`src/rtl/fetch_unit.sv`:
```
// rtl/fetch_unit.sv - instruction fetch unit: credit-limited prefetch into an in-order instruction buffer
// Optional stall counter port fetch_stall_cnt exists only when FETCH_PERF_COUNT_EN is defined.
module fetch_unit #(
  parameter int unsigned DEPTH    = 4,
  parameter logic [31:0] RESET_PC = 32'h0000_0000
) (
  input  logic        clock,
  input  logic        reset,
  input  logic        redirect_valid,
  input  logic [31:0] redirect_pc,
  output logic        imem_req_valid,
  output logic [31:0] imem_req_addr,
  input  logic        imem_req_ready,
  input  logic        imem_resp_valid,
  input  logic [31:0] imem_resp_data,
  output logic        out_valid,
  output logic [31:0] out_instr,
  output logic [31:0] out_pc,
  input  logic        out_ready
`ifdef FETCH_PERF_COUNT_EN
  ,
  output logic [31:0] fetch_stall_cnt
`endif
);

  localparam int CW = $clog2(DEPTH + 1);
  localparam int PW = (DEPTH > 1) ? $clog2(DEPTH) : 1;

  logic [31:0]   fetch_pc;
  logic [31:0]   resp_pc;
  logic [CW-1:0] outstanding;
  logic [CW-1:0] discard;
  logic [CW-1:0] count;
  logic [PW-1:0] rd_ptr;
  logic [PW-1:0] wr_ptr;
  logic [31:0]   buf_instr [DEPTH];
  logic [31:0]   buf_pc    [DEPTH];

  logic          req_fire;
  logic          keep_resp;
  logic          pop;
  logic [CW:0]   in_use;

  function automatic logic [PW-1:0] bump(input logic [PW-1:0] p);
    return (p == PW'(DEPTH - 1)) ? '0 : p + 1'b1;
  endfunction

  // Credits count both in-flight requests and buffered words, so every response has a slot.
  always_comb begin
    in_use         = {1'b0, outstanding} + {1'b0, count};
    imem_req_valid = !reset && !redirect_valid && (in_use < (CW + 1)'(DEPTH));
    imem_req_addr  = fetch_pc;
    req_fire       = imem_req_valid && imem_req_ready;
    keep_resp      = imem_resp_valid && !redirect_valid && (discard == '0);
    out_valid      = !reset && !redirect_valid && (count != '0);
    out_instr      = (!reset && count != '0) ? buf_instr[rd_ptr] : '0;
    out_pc         = (!reset && count != '0) ? buf_pc[rd_ptr] : '0;
    pop            = out_valid && out_ready;
  end

  always_ff @(posedge clock) begin
    if (reset) begin
      fetch_pc    <= RESET_PC & ~32'h3;
      resp_pc     <= RESET_PC & ~32'h3;
      outstanding <= '0;
      discard     <= '0;
      count       <= '0;
      rd_ptr      <= '0;
      wr_ptr      <= '0;
    end else begin
      if (req_fire && !imem_resp_valid) begin
        outstanding <= outstanding + 1'b1;
      end else if (!req_fire && imem_resp_valid) begin
        outstanding <= outstanding - 1'b1;
      end

      if (redirect_valid) begin
        // Everything still in flight after this cycle belongs to the old path.
        fetch_pc <= redirect_pc & ~32'h3;
        resp_pc  <= redirect_pc & ~32'h3;
        discard  <= outstanding - CW'(imem_resp_valid);
        count    <= '0;
        rd_ptr   <= '0;
        wr_ptr   <= '0;
      end else begin
        if (req_fire) begin
          fetch_pc <= fetch_pc + 32'd4;
        end
        if (imem_resp_valid && discard != '0) begin
          discard <= discard - 1'b1;
        end
        if (keep_resp) begin
          resp_pc <= resp_pc + 32'd4;
          wr_ptr  <= bump(wr_ptr);
        end
        if (pop) begin
          rd_ptr <= bump(rd_ptr);
        end
        if (keep_resp && !pop) begin
          count <= count + 1'b1;
        end else if (!keep_resp && pop) begin
          count <= count - 1'b1;
        end
      end
    end
  end

  always_ff @(posedge clock) begin
    if (keep_resp) begin
      buf_instr[wr_ptr] <= imem_resp_data;
      buf_pc[wr_ptr]    <= resp_pc;
    end
  end

`ifdef FETCH_PERF_COUNT_EN
  always_ff @(posedge clock) begin
    if (reset) begin
      fetch_stall_cnt <= '0;
    end else if (!out_valid) begin
      fetch_stall_cnt <= fetch_stall_cnt + 32'd1;
    end
  end
`endif

endmodule

```
`config.mk`:
```
export PLATFORM = sky130hd
export DESIGN_NAME = fetch_unit
export DESIGN_NICKNAME = d
export VERILOG_FILES = /design/src/rtl/fetch_unit.sv
export SDC_FILE = /design/constraint.sdc
export NUM_CORES = 1
export LEC_CHECK = 0
export ABC_AREA = 1
export CAP_MARGIN = 20
export CORE_MARGIN = 2
export CORE_UTILIZATION = 60
export DETAILED_ROUTE_END_ITERATION = 12
export DONT_BUFFER_PORTS = 1
export PLACE_DENSITY = 0.83
export SLEW_MARGIN = 20
export SYNTH_ARGS = -nofsm -noshare
export SYNTH_HDL_FRONTEND = slang
export SYNTH_SLANG_ARGS = --single-unit
```
`constraint.sdc`:
```
create_clock -name clock -period 5.7 [get_ports clock]
set_input_delay 1.14 -clock clock [delete_from_list [all_inputs] [get_ports clock]]
set_output_delay 1.14 -clock clock [all_outputs]
set_load 0.05 [all_outputs]
```
Yosys cells after proc, flatten, opt, wreduce, memory -nomap -nowiden
Memories as Yosys holds them, arrays and structs flattened. A register that Yosys moved wholly into a read port is not among the register bits.
Cells that the tools add are included.
- register bits: 77
- memory bits (writable): 256
- input port bits: 70
- memories kept: 2
- $add $sub $neg: 11
- $lt $le $gt $ge: 1
- equality and inequality tests: 2
- muxes and demuxes: 20
- reductions and logical operators: 28
- memories (name ; words ; width ; read ports ; clocked after memory_dff ; write ports ; RTL line ; RTL):
    buf_instr ; 4 ; 32 ; 1 ; 1 ; 1 ; 36 ; logic [31:0] buf_instr [DEPTH];
    buf_pc ; 4 ; 32 ; 1 ; 1 ; 1 ; 37 ; logic [31:0] buf_pc [DEPTH];
- operator list (operator ; number):
    $mux 32 ; 6
    $add 32x3->32 const B ; 2
    $mux 3 ; 6
    $logic_and 1x1->1 ; 13
    $mux 2 ; 6
    $reduce_bool 2->1 ; 5
    $sub 3x1->3 const B ; 3
    $add 3x1->3 const B ; 2
    $logic_not 1->1 ; 6
    $reduce_bool 3->1 ; 2
    $add 2x1->2 const B ; 2
    $add 3x3->4 ; 1
    $eq 2x2->1 const B ; 2
    $lt 4x3->1 const B ; 1
    $logic_not 3->1 ; 1
    $sub 3x1->3 ; 1
    $mux 1 ; 2
    $reduce_or 2->1 ; 1

Longest topological paths before layout
Gate-level depths: netlist (run 1).
- depth in word-level cells: 8
- gate-level depth with buffers: 12
- gate-level depth less buffers: 11

Least setup slack after synthesis (run 1)
No wires, ideal clock.
- path kind: input to register
- start point: in imem_resp_valid
- end point: mem buf_instr[0][0], enable pin
- arrival: 4.330 ns
- required time: 5.218 ns
- slack: 0.887 ns
- cell stages on the path: 4
- path buffers: 0
- path through: nand3_1 nor2_4 clkinv_1 nor2_1
- cells in the longest elaborated chain, start to end: 4
- ends and longest elaborated chain (item ; RTL line ; RTL):
    start, declared ; 14 ; input logic imem_resp_valid,
    $logic_and 1x1->1 (2 in a row) ; 54 ; keep_resp = imem_resp_valid && !redirect_valid && (discard == '0);
    $mux 1 ; 109 ; if (keep_resp) begin
    $mux 1 (implied by the code) ; 110 ; buf_instr[wr_ptr] <= imem_resp_data;
    end, declared ; 36 ;
Every way passes these cells.

==> impl_metrics.json, run 1 <==
{
  "status": "completed",
  "rows": 57,
  "required_ps": 4560,
  "port_buffers": 0,
  "antenna_found_initial": 0,
  "clock_path_buffers": 3,
  "startpoint_type": "flip-flop",
  "cts_tree": "yes",
  "p_clk_share_pct": 38.9,
  "via_per_inst": 5.77,
  "relSlewSlack_pct": 26.4,
  "grt_pass1_vias": 11000,
  "arrival_ps": 3250,
  "place_hpwl_microns": 21300,
  "worstHoldPathType": "flip-flop to flip-flop",
  "synth_seq_cells": 323,
  "grt_max_degree": 78,
  "r2r-end": "buf_instr[0][8]$_DFFE_PP_",
  "layoutNonFillerInstCount": 1953,
  "worstSkewPairLatency_ps": 550,
  "tightestPinTransition_ps": 1110,
  "synth_compound_area_share_pct": 11.0,
  "fin_skew_ps": 14.4,
  "ir_worst_vdd_uv": 226,
  "min_period_over_period_pct": 77.0,
  "grt_usage_pct": 26.6,
  "tns_ps": 0,
  "comb_power_share_pct": 7.1,
  "nets": 1692,
  "post_cts_resized": 0,
  "seq_area_frac_synth_pct": 61.4,
  "vias": 11300,
  "synth_top_family_by_area": "simple AND/OR/NAND/NOR gates",
  "ios": 168,
  "layout-drive-gt1-share_pct": 7.67,
  "avgRoutedWirePerCell_microns": 17.8,
  "fin_total_pwr_w": 0.00507,
  "r2r_setup_slack_ps": 2440,
  "p_seq_share_pct": 53.9,
  "antenna_cells": 0,
  "cts.sinks": 323,
  "drc": 0,
  "synth_area_per_cell_sq_um": 9.23,
  "wl_microns": 34700,
  "final_cell_mix": "nor2_1 (347), nand2_1 (252), edfxtp_1 (248), o21ai_0 (173), inv_1 (120)",
  "cts-root-buf": "clkbuf_16",
  "post_cts_buffers": 0,
  "cts_max_level": 1,
  "setup_viol": 0,
  "worst_setup_path_end_kind": "output pin",
  "drtIter0Drc": 1047,
  "drv_slew": 0,
  "timing.rr.start": "discard[0]$_SDFFE_PP0P_",
  "hp-start": "discard[1]$_SDFFE_PP0P_",
  "numCtsBuffers": 31,
  "hold_end": "discard[1]$_SDFFE_PP0P_",
  "power.density_nw_per_um2": 313,
  "holdBufCountCts": 0,
  "layout_commonest_cell": "nor2_1",
  "placed_cells": 1896,
  "synth_mux_area_share_pct": 0,
  "synth_xor_area_share_pct": 0.661,
  "p_sw_share_pct": 23.9,
  "p_leak_nw": 5.90,
  "crit_type": "flip-flop to output pin",
  "dieHeight_microns": 160,
  "hold_viol": 0,
  "final_util_pct": 67.2,
  "whs_path_depth": 2,
  "dr.pass1.iters": 5,
  "switchingPower_w": 0.00121,
  "path_clk_slew_ps": 70,
  "intPower_w": 0.00386,
  "grt_overflow": 0,
  "synthToLayoutAreaGrowth_pct": 11.1,
  "fmax_mhz": 228,
  "initial_utilization_pct": 60.5,
  "die_width_microns": 160,
  "ys_types": 38,
  "syn_area_sq_um": 14600,
  "core_region_area_sq_um": 24100,
  "final_antenna_net_count": 0,
  "path_max_fanout": 77,
  "grt_pass1_wl_microns": 54800,
  "layout_min_cycle_time_ps": 4390,
  "cap_violations": 0,
  "rsz0062_at_grt": "no",
  "dieArea_sq_um": 25600,
  "routabilityCongestion": 0.950,
  "netlist_instances": 1579,
  "synthSimpleGateAreaFrac_pct": 20.0,
  "rr_worst_depth": 8,
  "synth_fa_ha_area_share_pct": 1.56,
  "yosysWarnings": 0
}
## sequential cells by signal (all words and copies together) (netlist names), named ones only
| register | flops |
|---|---|
| outstanding | 3 |
| imem_req_addr | 30 |
| rd_ptr | 2 |
| buf_instr | 128 |
| count | 3 |
| resp_pc | 30 |
| discard | 3 |
| wr_ptr | 2 |
| buf_pc | 120 |
## worst max-delay path by stage
stage,cells after the start,end,from
3_5_place_dp,5,out_pc[11],reset
6_report,5,out_instr[31],flip-flop
4_1_cts,5,out_pc[25],flip-flop
2_1_floorplan,4,buf_instr[0][0]$_DFFE_PP_,imem_resp_valid
3_3_place_gp,5,out_pc[11],reset
5_1_grt,5,out_instr[31],flip-flop
## cell usage after synthesis
master / instances / area, sq um
nor2_1: 351 / 1320
nand2_1: 253 / 950
edfxtp_1: 248 / 7450
o21ai_0: 173 / 866
inv_1: 120 / 450
a21oi_1: 118 / 591
nand3_1: 83 / 415
dfxtp_1: 75 / 1500
clkbuf_1: 48 / 180
buf_2: 17 / 85.1
ha_1: 15 / 188
a31oi_1: 12 / 75.1
nand4_1: 11 / 68.8
xnor2_1: 7 / 61.3
buf_4: 6 / 45.0
nand3b_1: 5 / 37.5
nor3_1: 4 / 20.0
xor2_1: 4 / 35.0
inv_2: 3 / 11.3
nor2_4: 3 / 33.8
buf_1: 2 / 7.51
fa_1: 2 / 40.0
o21bai_1: 2 / 15.0
o22ai_1: 2 / 12.5
or2_2: 2 / 12.5
a211oi_1: 1 / 7.51
and3_1: 1 / 6.26
buf_6: 1 / 11.3
clkinv_1: 1 / 3.75
conb_1: 1 / 3.75
nand2_2: 1 / 6.26
nor2_2: 1 / 6.26
nor2_8: 1 / 20.0
nor3_4: 1 / 16.3
o211a_1: 1 / 10.0
o211ai_1: 1 / 7.51
o21ai_1: 1 / 5.00
o221ai_1: 1 / 8.76
## metrics by stage
step                      instance area, sq um  setup slack (ps)  hold slack, ps
after global routing                     16200              1110             524
after detailed placement                 15200              1550             495
after floorplan                          14600               887             461
final                                    16200              1310             509
after CTS                                16200              1330             506
after global placement                   15200              1570             484
## routing by layer
metal / up-vias / part of all wire, % / wire (microns) / global-route usage (%)
met5: - / 0 / 0 / 0
met4: 0 / 2.3 / 782 / 8.35
met3: 74 / 11 / 3980 / 7.01
met2: 587 / 48 / 16800 / 46.1
met1: 5241 / 38 / 13100 / 32.9
li1: 5359 / - / - / -
## worst max-delay path, cell delays in order (launching register included)
cell and delay [ps]:
dfxtp_4 690, buf_4 730, nor2_1 110, nor2_1 110
o21ai_0 110, a21oi_1 890
## final cells by class
class                           count  area (sq um)
Fill cell                        1775          7910
Clock inverter                     11           106
Sequential cell                   323          8950
Clock buffer                       46           872
Multi-Input combinational cell   1061          4880
Inverter                          124           465
Tap cell                          324           405
Timing Repair Buffer               64           518
## kinds of logic after synthesis
kind of cell	after synthesis
AOI/OAI and AO/OA	312
xor gates and xnor gates	11
adders and majority gates	17
buffers and inverters	198
DFF	323
other	1
and+or+nand+nor	717
## power by group through the flow
stage,Clock (W),Combinational (W),Sequential [W]
finish,0.00197,0.000362,0.00273
global route,0.00208,0.000401,0.00274
CTS,0.00199,0.000360,0.00273
detailed placement,0,0.000357,0.00278
global placement,0,0.000344,0.00277
floorplan,0,0.000282,0.00276
Power figures use the tool's default switching activity.
==> inputs of run 2 (changes only) <==
--- a/config.mk
+++ b/config.mk
@@ -8,10 +8,10 @@
 export ABC_AREA = 1
 export CAP_MARGIN = 20
 export CORE_MARGIN = 2
-export CORE_UTILIZATION = 60
+export CORE_UTILIZATION = 57
 export DETAILED_ROUTE_END_ITERATION = 12
 export DONT_BUFFER_PORTS = 1
-export PLACE_DENSITY = 0.83
+export PLACE_DENSITY = 0.82
 export SLEW_MARGIN = 20
 export SYNTH_ARGS = -nofsm -noshare
 export SYNTH_HDL_FRONTEND = slang
==> constraint.sdc (replaced) <==
create_clock -name clock -period 3.95 [get_ports clock]
set_input_delay 0.79 -clock clock [delete_from_list [all_inputs] [get_ports clock]]
set_output_delay 0.79 -clock clock [all_outputs]
set_load 0.05 [all_outputs]
==> run 2 against run 1 <==
Die area up 5.1%. Hold slack worse by 190 ps. Flip-flop and latch count unchanged. Cell count up 0.97%. Total power up 45%. Highest routed layer unchanged. Count of clock-buffer cells in the layout down 9. First-iteration DRC count down 3.6%. Routed wire length down 0.54%. Largest cell class unchanged. Non-clock buffer count up 16. Critical path type unchanged.
==> impl_metrics.json, run 2 (same netlist as run 1, synthesis figures left out) <==
{
  "antenna_found_initial": 0,
  "slowest_delay_ps": 580,
  "p_leak_nw": 6.02,
  "core_region_area_sq_um": 25200,
  "hold_slack_ps": 323,
  "grt_max_degree": 63,
  "wl_microns": 34500,
  "avgRoutedWirePerCell_microns": 17.5,
  "cts-root-buf": "clkbuf_16",
  "dieArea_sq_um": 26900,
  "setup_viol": 0,
  "tightestPinTransition_ps": 795,
  "fillers": 1935,
  "arrival_ps": 2610,
  "relSlewSlack_pct": 46.8,
  "path_max_fanout": 47,
  "rows": 58,
  "vias": 11200,
  "final_util_pct": 65.0,
  "port_buffers": 0,
  "design_area_sq_um": 16400,
  "dr.pass1.iters": 5,
  "ir_worst_vdd_uv": 347,
  "drc": 0,
  "grt_overflow": 0,
  "clock_path_buffers": 3,
  "min_period_over_period_pct": 86.1,
  "path_clk_slew_ps": 60,
  "path_cells": "inv_2 -> buf_4 -> o21ai_0 -> a21oi_1 -> buf_4",
  "drv_slew": 0,
  "regMostFlops": "buf_instr",
  "via_per_inst": 5.68,
  "path_delay_family": "buffers and inverters",
  "post_cts_buffers": 0,
  "placed_cells": 1918,
  "layoutNonFillerInstCount": 1972,
  "drtIter0Drc": 1009,
  "cts_tree": "yes",
  "worstHoldPathType": "input pin to flip-flop",
  "largestRegisters": "buf_instr: 128 flops, buf_pc: 120 flops",
  "crit_type": "flip-flop to output pin",
  "place_hpwl_microns": 21600,
  "fmax_mhz": 294,
  "synthToLayoutAreaGrowth_pct": 12.3,
  "final_cell_mix": "nor2_1 (347), nand2_1 (252), edfxtp_1 (248), o21ai_0 (173), inv_1 (120)",
  "initial_utilization_pct": 57.9,
  "startpoint_type": "flip-flop",
  "grt_pass1_vias": 10600,
  "rsz0062_at_grt": "no",
  "critPathSlowestCell": "inv_2",
  "tns_ps": 0,
  "final_antenna_net_count": 0,
  "holdBufCountCts": 0,
  "required_ps": 3160,
  "power.density_nw_per_um2": 448,
  "cap_violations": 0,
  "largest_reg_flops": 128,
  "nets": 1708,
  "status": "completed",
  "dieHeight_microns": 164,
  "antenna_cells": 0,
  "crit_top_cell": "buf_4",
  "die_width_microns": 164,
  "worstSkewPairLatency_ps": 550,
  "routabilityCongestion": 0.947,
  "layout_min_cycle_time_ps": 3400,
  "cts.sinks": 323,
  "post_cts_resized": 0,
  "grt_pass1_wl_microns": 53900,
  "layout-drive-gt1-share_pct": 8.59,
  "hold_viol": 0,
  "ios": 168,
  "path_buf_inv": 3,
  "placed_area_sq_um": 15400,
  "numCtsBuffers": 31,
  "worst_setup_path_end_kind": "output pin",
  "layout_commonest_cell": "nor2_1",
  "cts_max_level": 1,
  "grt_usage_pct": 25.4,
  "fin_skew_ps": 11.9
}
-- run 2: final cells by class --
type                    instances  area, sq um  area share, %
flip-flops and latches        323         8950           54.7
multi-input cells            1061         4880           29.8
clock buffers                  37          798           4.87
repair buffers                 80          688           4.20
inverters                     124          465           2.84
well taps                     330          413           2.52
clock inverters                17          178           1.08
-- run 2: metrics by stage --
stage | setup WS, ps | total power [W]
final | 548 | 0.00734
after global routing | 361 | 0.00758
after CTS | 533 | 0.00737
after detailed placement | 989 | 0.00454
after global placement | 1040 | 0.00451
after floorplan | -513 | 0.00438
-- run 2: final timing paths --
check	cells after the start	endpoint	slack, ps	startpoint
worst max-delay path	5	out_instr[3]	550	flip-flop
worst min-delay path	1	resp_pc[31]$_SDFFE_PP0P_	320	reset
worst max register to register	12	outstanding[2]$_SDFFE_PP0P_	1350	count[1]$_SDFFE_PP0P_
worst min register to register	2	count[2]$_SDFFE_PP0P_	500	count[2]$_SDFFE_PP0P_
-- run 2: where the power goes --
part | switching [W] | internal, W | total [W]
logic | 0.000375 | 0.000159 | 0.000533
clock network | 0.00118 | 0.00168 | 0.00287
registers | 0.000172 | 0.00377 | 0.00394
total | 0.00173 | 0.00561 | 0.00734
-- run 2: per-layer routing --
layer | GRT usage [%] | wire [microns]
met4 | 7.50 | 752
met1 | 31.8 | 13500
met5 | 0 | 0
met2 | 43.9 | 16600
met3 | 6.19 | 3560
